## config.mk

```make
export PLATFORM = sky130hd
export DESIGN_NAME = dbus_arbiter_flat
export DESIGN_NICKNAME = d
export VERILOG_FILES = /design/src/rtl/dbus_arbiter_if.sv /design/src/rtl/dbus_arbiter.sv /design/src/flat_wrapper.sv
export SDC_FILE = /design/constraint.sdc
export NUM_CORES = 1
export LEC_CHECK = 0
export BUFFER_PORTS_ARGS = -buffer_cell sky130_fd_sc_hd__buf_2
export CORE_MARGIN = 2
export CORE_UTILIZATION = 40
export DETAILED_ROUTE_END_ITERATION = 10
export PLACE_DENSITY = 0.74
export SLEW_MARGIN = 40
export SYNTH_ARGS = -nofsm -noshare
export SYNTH_HDL_FRONTEND = slang
export SYNTH_SLANG_ARGS = --single-unit
```

## constraint.sdc

```tcl
create_clock -name clk -period 6.88 [get_ports clk]
set_clock_uncertainty 0.15 [all_clocks]
set_input_delay 1.72 -clock clk [delete_from_list [all_inputs] [get_ports clk]]
set_output_delay 1.72 -clock clk [all_outputs]
set_load 0.01 [all_outputs]
```

## src/rtl/dbus_arbiter_if.sv

```systemverilog
// Data-bus signal bundle between two requesters, the arbiter and the DMEM/UART slaves.
// master: the environment side (requesters and slave read data); slave: the arbiter itself.
interface dbus_arbiter_if;
    logic [1:0]  m_req;
    logic [1:0]  m_we;
    logic [31:0] m0_addr;
    logic [31:0] m1_addr;
    logic [31:0] m0_wdata;
    logic [31:0] m1_wdata;
    logic [2:0]  m0_size;
    logic [2:0]  m1_size;
    logic [1:0]  m_gnt;
    logic [1:0]  m_rvalid;
    logic [1:0]  m_err;
    logic [31:0] m_rdata;
    logic        dmem_wr_en;
    logic        dmem_rd_en;
    logic        uart_wr_en;
    logic        uart_rd_en;
    logic [31:0] s_addr_off;
    logic [31:0] s_wdata;
    logic [2:0]  s_size;
    logic [31:0] dmem_rdata;
    logic [31:0] uart_rdata;

    modport master (
        output m_req, m_we, m0_addr, m1_addr, m0_wdata, m1_wdata, m0_size, m1_size,
        output dmem_rdata, uart_rdata,
        input  m_gnt, m_rvalid, m_err, m_rdata,
        input  dmem_wr_en, dmem_rd_en, uart_wr_en, uart_rd_en, s_addr_off, s_wdata, s_size
    );

    modport slave (
        input  m_req, m_we, m0_addr, m1_addr, m0_wdata, m1_wdata, m0_size, m1_size,
        input  dmem_rdata, uart_rdata,
        output m_gnt, m_rvalid, m_err, m_rdata,
        output dmem_wr_en, dmem_rd_en, uart_wr_en, uart_rd_en, s_addr_off, s_wdata, s_size
    );
endinterface

```

## src/rtl/dbus_arbiter.sv

```systemverilog
// Two-master data-bus arbiter: picks an owner, decodes DMEM/UART regions, runs a
// one-cycle slave access and returns a registered one-cycle response to the owner.
module dbus_arbiter #(
    parameter logic [31:0] DMEM_BASE  = 32'h8000_0000,
    parameter logic [31:0] DMEM_SIZE  = 32'h0000_0100,
    parameter logic [31:0] UART_BASE  = 32'h8000_0200,
    parameter logic [31:0] UART_SIZE  = 32'h0000_0100,
    parameter bit          FIXED_PRIO = 1'b0
) (
    input logic           clk,
    input logic           reset,
    dbus_arbiter_if.slave bus
);

    typedef enum logic [1:0] {StIdle, StAccess, StResp} state_e;
    typedef enum logic [1:0] {RegNone, RegDmem, RegUart} region_e;

    state_e      state_q, state_d;
    region_e     region_q, region_d;
    logic        owner_q, owner_d;
    logic        ptr_q, ptr_d;
    logic        we_q, we_d;
    logic        err_q, err_d;
    logic [2:0]  size_q, size_d;
    logic [31:0] off_q, off_d;
    logic [31:0] wdata_q, wdata_d;
    logic [31:0] rdata_q, rdata_d;

    logic        winner;
    logic        launch;
    logic [1:0]  owner_oh;
    logic [31:0] sel_addr;
    logic [31:0] dmem_off;
    logic [31:0] uart_off;

    always_comb begin
        winner = 1'b0;
        unique case (bus.m_req)
            2'b10:   winner = 1'b1;
            2'b11:   winner = FIXED_PRIO ? 1'b0 : ptr_q;
            default: winner = 1'b0;
        endcase
    end

    // An address below the base wraps to a huge offset, so one unsigned compare bounds both ends.
    assign sel_addr = winner ? bus.m1_addr : bus.m0_addr;
    assign dmem_off = sel_addr - DMEM_BASE;
    assign uart_off = sel_addr - UART_BASE;
    assign owner_oh = owner_q ? 2'b10 : 2'b01;

    always_comb begin
        state_d  = state_q;
        region_d = region_q;
        owner_d  = owner_q;
        ptr_d    = ptr_q;
        we_d     = we_q;
        err_d    = err_q;
        size_d   = size_q;
        off_d    = off_q;
        wdata_d  = wdata_q;
        rdata_d  = rdata_q;
        launch   = 1'b0;

        unique case (state_q)
            StIdle: launch = |bus.m_req;
            StAccess: begin
                state_d = StResp;
                ptr_d   = ~owner_q;
                err_d   = (region_q == RegNone);
                rdata_d = '0;
                if (!we_q && region_q == RegDmem) rdata_d = bus.dmem_rdata;
                if (!we_q && region_q == RegUart) rdata_d = bus.uart_rdata;
            end
            StResp: begin
                state_d = StIdle;
                launch  = |bus.m_req;
            end
            default: state_d = StIdle;
        endcase

        if (launch) begin
            state_d = StAccess;
            owner_d = winner;
            we_d    = winner ? bus.m_we[1] : bus.m_we[0];
            size_d  = winner ? bus.m1_size : bus.m0_size;
            wdata_d = winner ? bus.m1_wdata : bus.m0_wdata;
            if (dmem_off < DMEM_SIZE) begin
                region_d = RegDmem;
                off_d    = dmem_off;
            end else if (uart_off < UART_SIZE) begin
                region_d = RegUart;
                off_d    = uart_off;
            end else begin
                region_d = RegNone;
                off_d    = '0;
            end
        end
    end

    always_ff @(posedge clk or negedge reset) begin
        if (!reset) begin
            state_q  <= StIdle;
            region_q <= RegNone;
            owner_q  <= 1'b0;
            ptr_q    <= 1'b0;
            we_q     <= 1'b0;
            err_q    <= 1'b0;
            size_q   <= '0;
            off_q    <= '0;
            wdata_q  <= '0;
            rdata_q  <= '0;
        end else begin
            state_q  <= state_d;
            region_q <= region_d;
            owner_q  <= owner_d;
            ptr_q    <= ptr_d;
            we_q     <= we_d;
            err_q    <= err_d;
            size_q   <= size_d;
            off_q    <= off_d;
            wdata_q  <= wdata_d;
            rdata_q  <= rdata_d;
        end
    end

    // Grant and strobes decode from state alone so an async reset clears them immediately.
    always_comb begin
        bus.m_gnt      = '0;
        bus.m_rvalid   = '0;
        bus.m_err      = '0;
        bus.dmem_wr_en = 1'b0;
        bus.dmem_rd_en = 1'b0;
        bus.uart_wr_en = 1'b0;
        bus.uart_rd_en = 1'b0;
        if (state_q == StAccess) begin
            bus.m_gnt      = owner_oh;
            bus.dmem_wr_en = (region_q == RegDmem) && we_q;
            bus.dmem_rd_en = (region_q == RegDmem) && !we_q;
            bus.uart_wr_en = (region_q == RegUart) && we_q;
            bus.uart_rd_en = (region_q == RegUart) && !we_q;
        end
        if (state_q == StResp) begin
            bus.m_rvalid = owner_oh;
            if (err_q) bus.m_err = owner_oh;
        end
    end

    assign bus.m_rdata    = rdata_q;
    assign bus.s_addr_off = off_q;
    assign bus.s_wdata    = wdata_q;
    assign bus.s_size     = size_q;

endmodule

```

## src/flat_wrapper.sv

```systemverilog
// flat-port wrapper written by rule: the top's interface ports become plain ports
module dbus_arbiter_flat 
#(
    parameter logic [31:0] DMEM_BASE  = 32'h8000_0000,
    parameter logic [31:0] DMEM_SIZE  = 32'h0000_0100,
    parameter logic [31:0] UART_BASE  = 32'h8000_0200,
    parameter logic [31:0] UART_SIZE  = 32'h0000_0100,
    parameter bit          FIXED_PRIO = 1'b0
)
  (clk, reset, bus_m_req, bus_m_we, bus_m0_addr, bus_m1_addr, bus_m0_wdata, bus_m1_wdata, bus_m0_size, bus_m1_size, bus_dmem_rdata, bus_uart_rdata, bus_m_gnt, bus_m_rvalid, bus_m_err, bus_m_rdata, bus_dmem_wr_en, bus_dmem_rd_en, bus_uart_wr_en, bus_uart_rd_en, bus_s_addr_off, bus_s_wdata, bus_s_size);
  dbus_arbiter_if bus_i ();
  input logic clk;
  input logic reset;
  input wire logic [$bits(bus_i.m_req)-1:0] bus_m_req;
  input wire logic [$bits(bus_i.m_we)-1:0] bus_m_we;
  input wire logic [$bits(bus_i.m0_addr)-1:0] bus_m0_addr;
  input wire logic [$bits(bus_i.m1_addr)-1:0] bus_m1_addr;
  input wire logic [$bits(bus_i.m0_wdata)-1:0] bus_m0_wdata;
  input wire logic [$bits(bus_i.m1_wdata)-1:0] bus_m1_wdata;
  input wire logic [$bits(bus_i.m0_size)-1:0] bus_m0_size;
  input wire logic [$bits(bus_i.m1_size)-1:0] bus_m1_size;
  input wire logic [$bits(bus_i.dmem_rdata)-1:0] bus_dmem_rdata;
  input wire logic [$bits(bus_i.uart_rdata)-1:0] bus_uart_rdata;
  output wire logic [$bits(bus_i.m_gnt)-1:0] bus_m_gnt;
  output wire logic [$bits(bus_i.m_rvalid)-1:0] bus_m_rvalid;
  output wire logic [$bits(bus_i.m_err)-1:0] bus_m_err;
  output wire logic [$bits(bus_i.m_rdata)-1:0] bus_m_rdata;
  output wire logic [$bits(bus_i.dmem_wr_en)-1:0] bus_dmem_wr_en;
  output wire logic [$bits(bus_i.dmem_rd_en)-1:0] bus_dmem_rd_en;
  output wire logic [$bits(bus_i.uart_wr_en)-1:0] bus_uart_wr_en;
  output wire logic [$bits(bus_i.uart_rd_en)-1:0] bus_uart_rd_en;
  output wire logic [$bits(bus_i.s_addr_off)-1:0] bus_s_addr_off;
  output wire logic [$bits(bus_i.s_wdata)-1:0] bus_s_wdata;
  output wire logic [$bits(bus_i.s_size)-1:0] bus_s_size;
  assign bus_i.m_req = bus_m_req;
  assign bus_i.m_we = bus_m_we;
  assign bus_i.m0_addr = bus_m0_addr;
  assign bus_i.m1_addr = bus_m1_addr;
  assign bus_i.m0_wdata = bus_m0_wdata;
  assign bus_i.m1_wdata = bus_m1_wdata;
  assign bus_i.m0_size = bus_m0_size;
  assign bus_i.m1_size = bus_m1_size;
  assign bus_i.dmem_rdata = bus_dmem_rdata;
  assign bus_i.uart_rdata = bus_uart_rdata;
  assign bus_m_gnt = bus_i.m_gnt;
  assign bus_m_rvalid = bus_i.m_rvalid;
  assign bus_m_err = bus_i.m_err;
  assign bus_m_rdata = bus_i.m_rdata;
  assign bus_dmem_wr_en = bus_i.dmem_wr_en;
  assign bus_dmem_rd_en = bus_i.dmem_rd_en;
  assign bus_uart_wr_en = bus_i.uart_wr_en;
  assign bus_uart_rd_en = bus_i.uart_rd_en;
  assign bus_s_addr_off = bus_i.s_addr_off;
  assign bus_s_wdata = bus_i.s_wdata;
  assign bus_s_size = bus_i.s_size;
  dbus_arbiter #(.DMEM_BASE(DMEM_BASE), .DMEM_SIZE(DMEM_SIZE), .UART_BASE(UART_BASE), .UART_SIZE(UART_SIZE), .FIXED_PRIO(FIXED_PRIO)) u_core (.clk(clk), .reset(reset), .bus(bus_i));
endmodule
```

==> run summary, run 1 <==
status = finished clean
count of final setup violators = 0
cell count after synthesis = 596
Worst EP arrival = 4700 ps
largest net degree at the start of global routing = 70
GR Util All Layers = 0.256
post-synthesis mux area share = 0.0189
max cap viols = 0
ANT nets after route = 0
FP Rows = 42
sequential fraction of the synthesis area = 0.487
slew margin rel. = 0.506
initial antenna violation count = 0
WL final = 19.4 mm
Max Clk Rate = 217 MHz
Post-synth EDFFs = 0
RSZ-0062 raised after global routing = false
Initial DRT Pass Iterations = 5
Tot Pwr = 1.66 mW
Initial Util = 0.412
Post-synth top flop = dfrtp_1
flops & latches, synth = 107
min Tclk post-route = 4600 ps
Placed Cells = 1054
Finished Layout Cells = 1070
yosys warns = 0
number of buffers added on ports = 312
Die H = 121 µm
Unique masters post-synth = 63
synthesized net count = 801
syn_area_per_cell = 9.23 µm²
Final Cycle Share = 0.669
first-pass GRT wire length = 29.0 mm
worst reg2reg startpoint = u_core.ptr_q
Post-synth ARST share = 1.00
Synth top area share = 0.487
mapped cell area = 5500 µm²
Fill cells = 1273
Min-Delay Path Class = flop to flop
DRT met1 WL = 7.58 mm
Pins Over Slew Limit = 0
worst r2r path cells = 11
Area Overhead vs Synth = 36.5%
metal3 WL = 1.72 mm
H-tree levels = 3
# resized after CTS = 0
register area = 2680 µm²
setup TNS = 0 ps
leakage power = 4.10 nW
Die ar. = 14700 µm²
startpoint types = input port
share of cells above drive strength 1 = 0.400
via count = 5828
crit path kind = input port to flop
chip width = 121 µm
Multi-input gate area = 2560 µm²
Peak VDD IR = 0.112 mV
Synth area leader = dfrtp_1
Core Box Area = 13300 µm²
fin worst setup slack = 2280 ps
grt total ovfl = 0
Worst-Skew Late Latency = 340 ps
Critical Path RT = 6980 ps
clk sinks = 107
# hold bufs at CTS = 0
Critical Path Start = bus_m_req[0]
Max clock buf depth = 2
XOR/XNOR share of the synthesized area = 0.0250
met2 wire length = 9.74 mm
vias in the first global route = 5343
dominant cells by area after synthesis = dfrtp_1 (49%), nand2_1 (7.6%), a222oi_1 (5.8%)
Final Hold Fails = 0
WHS Path Cells = 1
root buf cell = clkbuf_16
Clock transition at path regs = 70 ps
area fraction in compound gates after synthesis = 0.178
starting DRC count in detailed routing = 635
Hold Crit Start = u_core.bus.s_addr_off[13]
CP max FO = 26
setup bufs post-CTS = 0
Critical Path End Type = flop
dpl ws = 1910 ps
Simple-Gate Fraction of Synth Area = 0.236
Synth Area in Adders = 0.00227
Highest Signal Layer = met4
nets = 1094
CTS Buf Count = 9
dpl hpwl = 14.9 mm
Routability Congestion = 0.936
largest family of logic cells by synthesized area = simple AND/OR/NAND/NOR gates
Vias/cell = 5.45
areal power density over the cells = 221 nW/µm²
Least-Margin Pin Slew = 740 ps
Ports = 313
n_diodes = 0
DRC violations left = 0
CTS tree = done
DR WL/cell = 18.1 µm
-- Yosys cell counts (9+ instances only) --
master and number:
a222oi_1 32, a31oi_1 45, and2_1 26, clkbuf_1 28, dfrtp_1 107, inv_1 37, mux2i_1 9, nand2_1 111
nand3_1 15, nor2_1 60, nor3_1 9, o31ai_1 13
-- path summary, 6_finish.rpt --
kind | endpoint | slack [ps]
worst min register to register | u_core.bus.s_addr_off[13] | 330
max in group asynchronous | u_core.state_q[0] | 4400
min in group asynchronous | u_core.bus.s_wdata[24] | 1190
worst min-delay path | u_core.bus.s_addr_off[13] | 330
worst max-delay path | u_core.bus.s_addr_off[5] | 2280
worst max register to register | u_core.bus.s_addr_off[5] | 3240
-- cell usage in the layout, fill, tap and decap left out, types with 6 or more instances in the layout --
| cell type | count |
|---|---|
| and2_1 | 26 |
| a222oi_1 | 32 |
| mux2i_1 | 9 |
| inv_1 | 37 |
| nand3_1 | 15 |
| buf_2 | 311 |
| nand2_1 | 110 |
| nor2_1 | 59 |
| o31ai_1 | 13 |
| a31oi_1 | 45 |
| nor3_1 | 9 |
| buf_4 | 8 |
| or4_1 | 6 |
| xnor2_1 | 7 |
| clkbuf_16 | 9 |
| dfrtp_1 | 107 |
-- sequential cells by signal, indices dropped and copies added (netlist names) --
name                   cells
u_core.bus.m_rdata        32
u_core.bus.s_addr_off     32
u_core.bus.s_wdata        32
u_core.bus.s_size          3
u_core.region_q            2
u_core.state_q             2
u_core.err_q               1
u_core.owner_q             1
u_core.ptr_q               1
u_core.we_q                1
-- per-layer routing --
layer / vias to the layer above / GRT usage
met5: - / 0
met4: 0 / 0.0833
met3: 27 / 0.0583
met2: 311 / 0.434
met1: 2764 / 0.323
li1: 2726 / -
-- report_power, final --
group / switching, mW / total [mW] / internal (mW)
sequential: 0.0372 / 0.729 / 0.692
clock: 0.231 / 0.498 / 0.267
combinational: 0.268 / 0.436 / 0.168
-- area by class of cell --
class | count | share of cell area
inverter | 39 | 0.0195
clock buffer | 13 | 0.0346
multi-input combinational | 412 | 0.340
clock inverter | 3 | 0.00283
timing repair buffer | 320 | 0.217
sequential | 107 | 0.356
tap | 176 | 0.0293
-- logic make-up after synthesis --
| kind of cell | Yosys count |
|---|---|
| buf+inv | 77 |
| fa+ha+maj | 1 |
| mux | 10 |
| xor+xnor | 14 |
| flops | 107 |
| compound gates | 122 |
| simple gates | 265 |
-- through the flow --
step	hold slack, ps	instance area [µm²]	util
global route	341	7510	0.563
CTS	335	7510	0.563
detailed placement	316	7230	0.541
global placement	313	7220	0.541
floorplan	304	5500	-
finish	328	7510	0.563
-- worst max-delay path, cell delays in order --
cell and delay, ps:
buf_2 110, nand2b_1 270, nand2_2 400, mux2i_1 290
ha_1 320, inv_1 110, nor4_1 270, nor4b_1 90
a211o_1 310, nor4_2 310, nand4_4 210, o31ai_1 290
Note: power is estimated with default switching activity, not from simulation.
==> run 2: changes to the inputs <==
==> constraint.sdc (replaced) <==
create_clock -name clk -period 4.7 [get_ports clk]
set_clock_uncertainty 0.15 [all_clocks]
set_input_delay 1.175 -clock clk [delete_from_list [all_inputs] [get_ports clk]]
set_output_delay 1.175 -clock clk [all_outputs]
set_load 0.01 [all_outputs]
==> run 2 against run 1 <==
Compared with the run above: non-clock buffer count rose by 2; clock power is 68% higher; die area is the same; worst hold slack got worse by 0.53 ps; first-iteration DRC count shrank 11%; wire length down 2.5%; utilization up 0.63 points; count of clock-buffer cells in the layout is 2 lower; via count shrank 1.7%; sequential cell count is the same.
==> run summary, run 2 (synthesis gave the netlist of run 1 again) <==
status = finished clean
setup TNS = 0 ps
DR WL/cell = 17.6 µm
Least-Margin Pin Slew = 723 ps
Pins Over Slew Limit = 0
CP Buf/Inv Count = 2
share of cells above drive strength 1 = 0.403
min Tclk post-route = 3760 ps
Min-Delay Path Class = flop to flop
max cap viols = 0
CTS tree = done
grt total ovfl = 0
# hold bufs at CTS = 0
ANT nets after route = 0
Die ar. = 14700 µm²
Core Box Area = 13300 µm²
Worst-Skew Late Latency = 340 ps
Die H = 121 µm
largest net degree at the start of global routing = 86
Tot Pwr = 2.55 mW
placed inst area = 7250 µm²
starting DRC count in detailed routing = 564
dpl hpwl = 14.5 mm
via count = 5731
startpoint types = input port
# resized after CTS = 0
Final Cycle Share = 0.801
number of buffers added on ports = 312
setup bufs post-CTS = 0
H-tree levels = 3
FP Rows = 42
worst path cell trace = buf_2 -> nand2b_1 -> nand2_2 -> mux2i_1 -> ha_1 -> inv_1 -> nor4_1 -> nor4b_1 -> a211o_1 -> nor4_2 -> nand4_4 -> o31ai_1
Max clock buf depth = 2
RSZ-0062 raised after global routing = false
Initial DRT Pass Iterations = 8
Vias/cell = 5.34
most frequent cells in the layout = buf_2 (311), nand2_1 (110), dfrtp_1 (107)
WL final = 18.9 mm
Worst EP arrival = 3860 ps
WHS Path Cells = 1
first-pass GRT wire length = 28.4 mm
CP peak stage delay = 320 ps
initial antenna violation count = 1
crit path kind = input port to flop
chip width = 121 µm
Routability Congestion = 0.962
Area Overhead vs Synth = 38.0%
Initial Util = 0.412
Worst Hold End = u_core.bus.s_addr_off[23]
slew margin rel. = 0.514
Critical Path Start = bus_m_req[0]
slowest CP cell = ha_1
DRC violations left = 0
Critical Path RT = 4790 ps
Max Clk Rate = 266 MHz
Clock transition at path regs = 70 ps
root buf cell = clkbuf_16
worst reg2reg startpoint = u_core.ptr_q
CTS Buf Count = 9
Final Hold Fails = 0
nets = 1096
R2R Setup Slk = 1360 ps
Placed Cells = 1056
Crit path max-delay family = simple AND/OR/NAND/NOR gates
worst r2r path cells = 11
RR Endpoint = u_core.bus.s_addr_off[4]
Ports = 313
vias in the first global route = 5409
Peak VDD IR = 0.212 mV
GR Util All Layers = 0.249
post-route cell area = 7590 µm²
areal power density over the cells = 335 nW/µm²
leakage power = 4.15 nW
count of final setup violators = 0
Hold Crit Start = u_core.bus.s_addr_off[23]
Fill cells = 1246
commonest non-fill, non-tap cell in the layout = buf_2
Critical Path End Type = flop
Finished Layout Cells = 1073
clk sinks = 107
CP max FO = 9
## run 2: changes by cell type in the layout (fill, tap and decap cells not counted)
cell	before	now
nor2b_2	1	0
buf_12	0	1
nor2b_1	0	1
buf_4	8	9
clkinv_4	0	1
clkinvlp_4	1	0
bufinv_16	0	2
diode_2	0	1
clkbuf_8	2	3
buf_6	1	0
clkbuf_1	2	0
## run 2: worst max-delay path by stage
stage | endpoint | slack (ps) | depth (start not counted)
global placement | u_core.bus.s_addr_off[7] | 680 | 12
finish | u_core.bus.s_addr_off[4] | 940 | 12
global route | u_core.bus.s_addr_off[1] | 710 | 11
detailed placement | u_core.bus.s_addr_off[1] | 570 | 12
CTS | u_core.bus.s_addr_off[4] | 960 | 12
floorplan | u_core.bus.s_addr_off[0] | 60 | 15
## run 2: area by class of cell
class                   instances  area, µm²  share of cell area
flip-flops and latches        107       2680               0.353
multi-input cells             412       2550               0.336
repair buffers                322       1660               0.218
clock buffers                  11        253              0.0333
well taps                     176        220              0.0290
inverters                      39        146              0.0193
clock inverters                 5       82.6              0.0109
diodes                          1       2.50            0.000329
## run 2: power breakdown
part,switching (mW),internal (mW),total [mW]
Combinational,0.391,0.251,0.642
Sequential,0.0535,1.01,1.07
Clock,0.338,0.498,0.837
## run 2: metrics by stage
| stage | hold slack (ps) | util | setup WS, ps |
|---|---|---|---|
| 2_1_floorplan | 304 | - | 60.3 |
| 3_3_place_gp | 314 | 0.543 | 685 |
| 3_5_place_dp | 316 | 0.543 | 573 |
| 4_1_cts | 333 | 0.569 | 956 |
| 5_1_grt | 344 | 0.569 | 707 |
| 6_report | 328 | 0.569 | 937 |
## run 2: routing by layer
metal | vias to the layer above | share of wire | GRT usage
met5 | - | 0 | 0
met4 | 0 | 0.023 | 0.0848
met3 | 34 | 0.082 | 0.0503
met2 | 297 | 0.49 | 0.417
met1 | 2677 | 0.40 | 0.322
li1 | 2723 | - | -
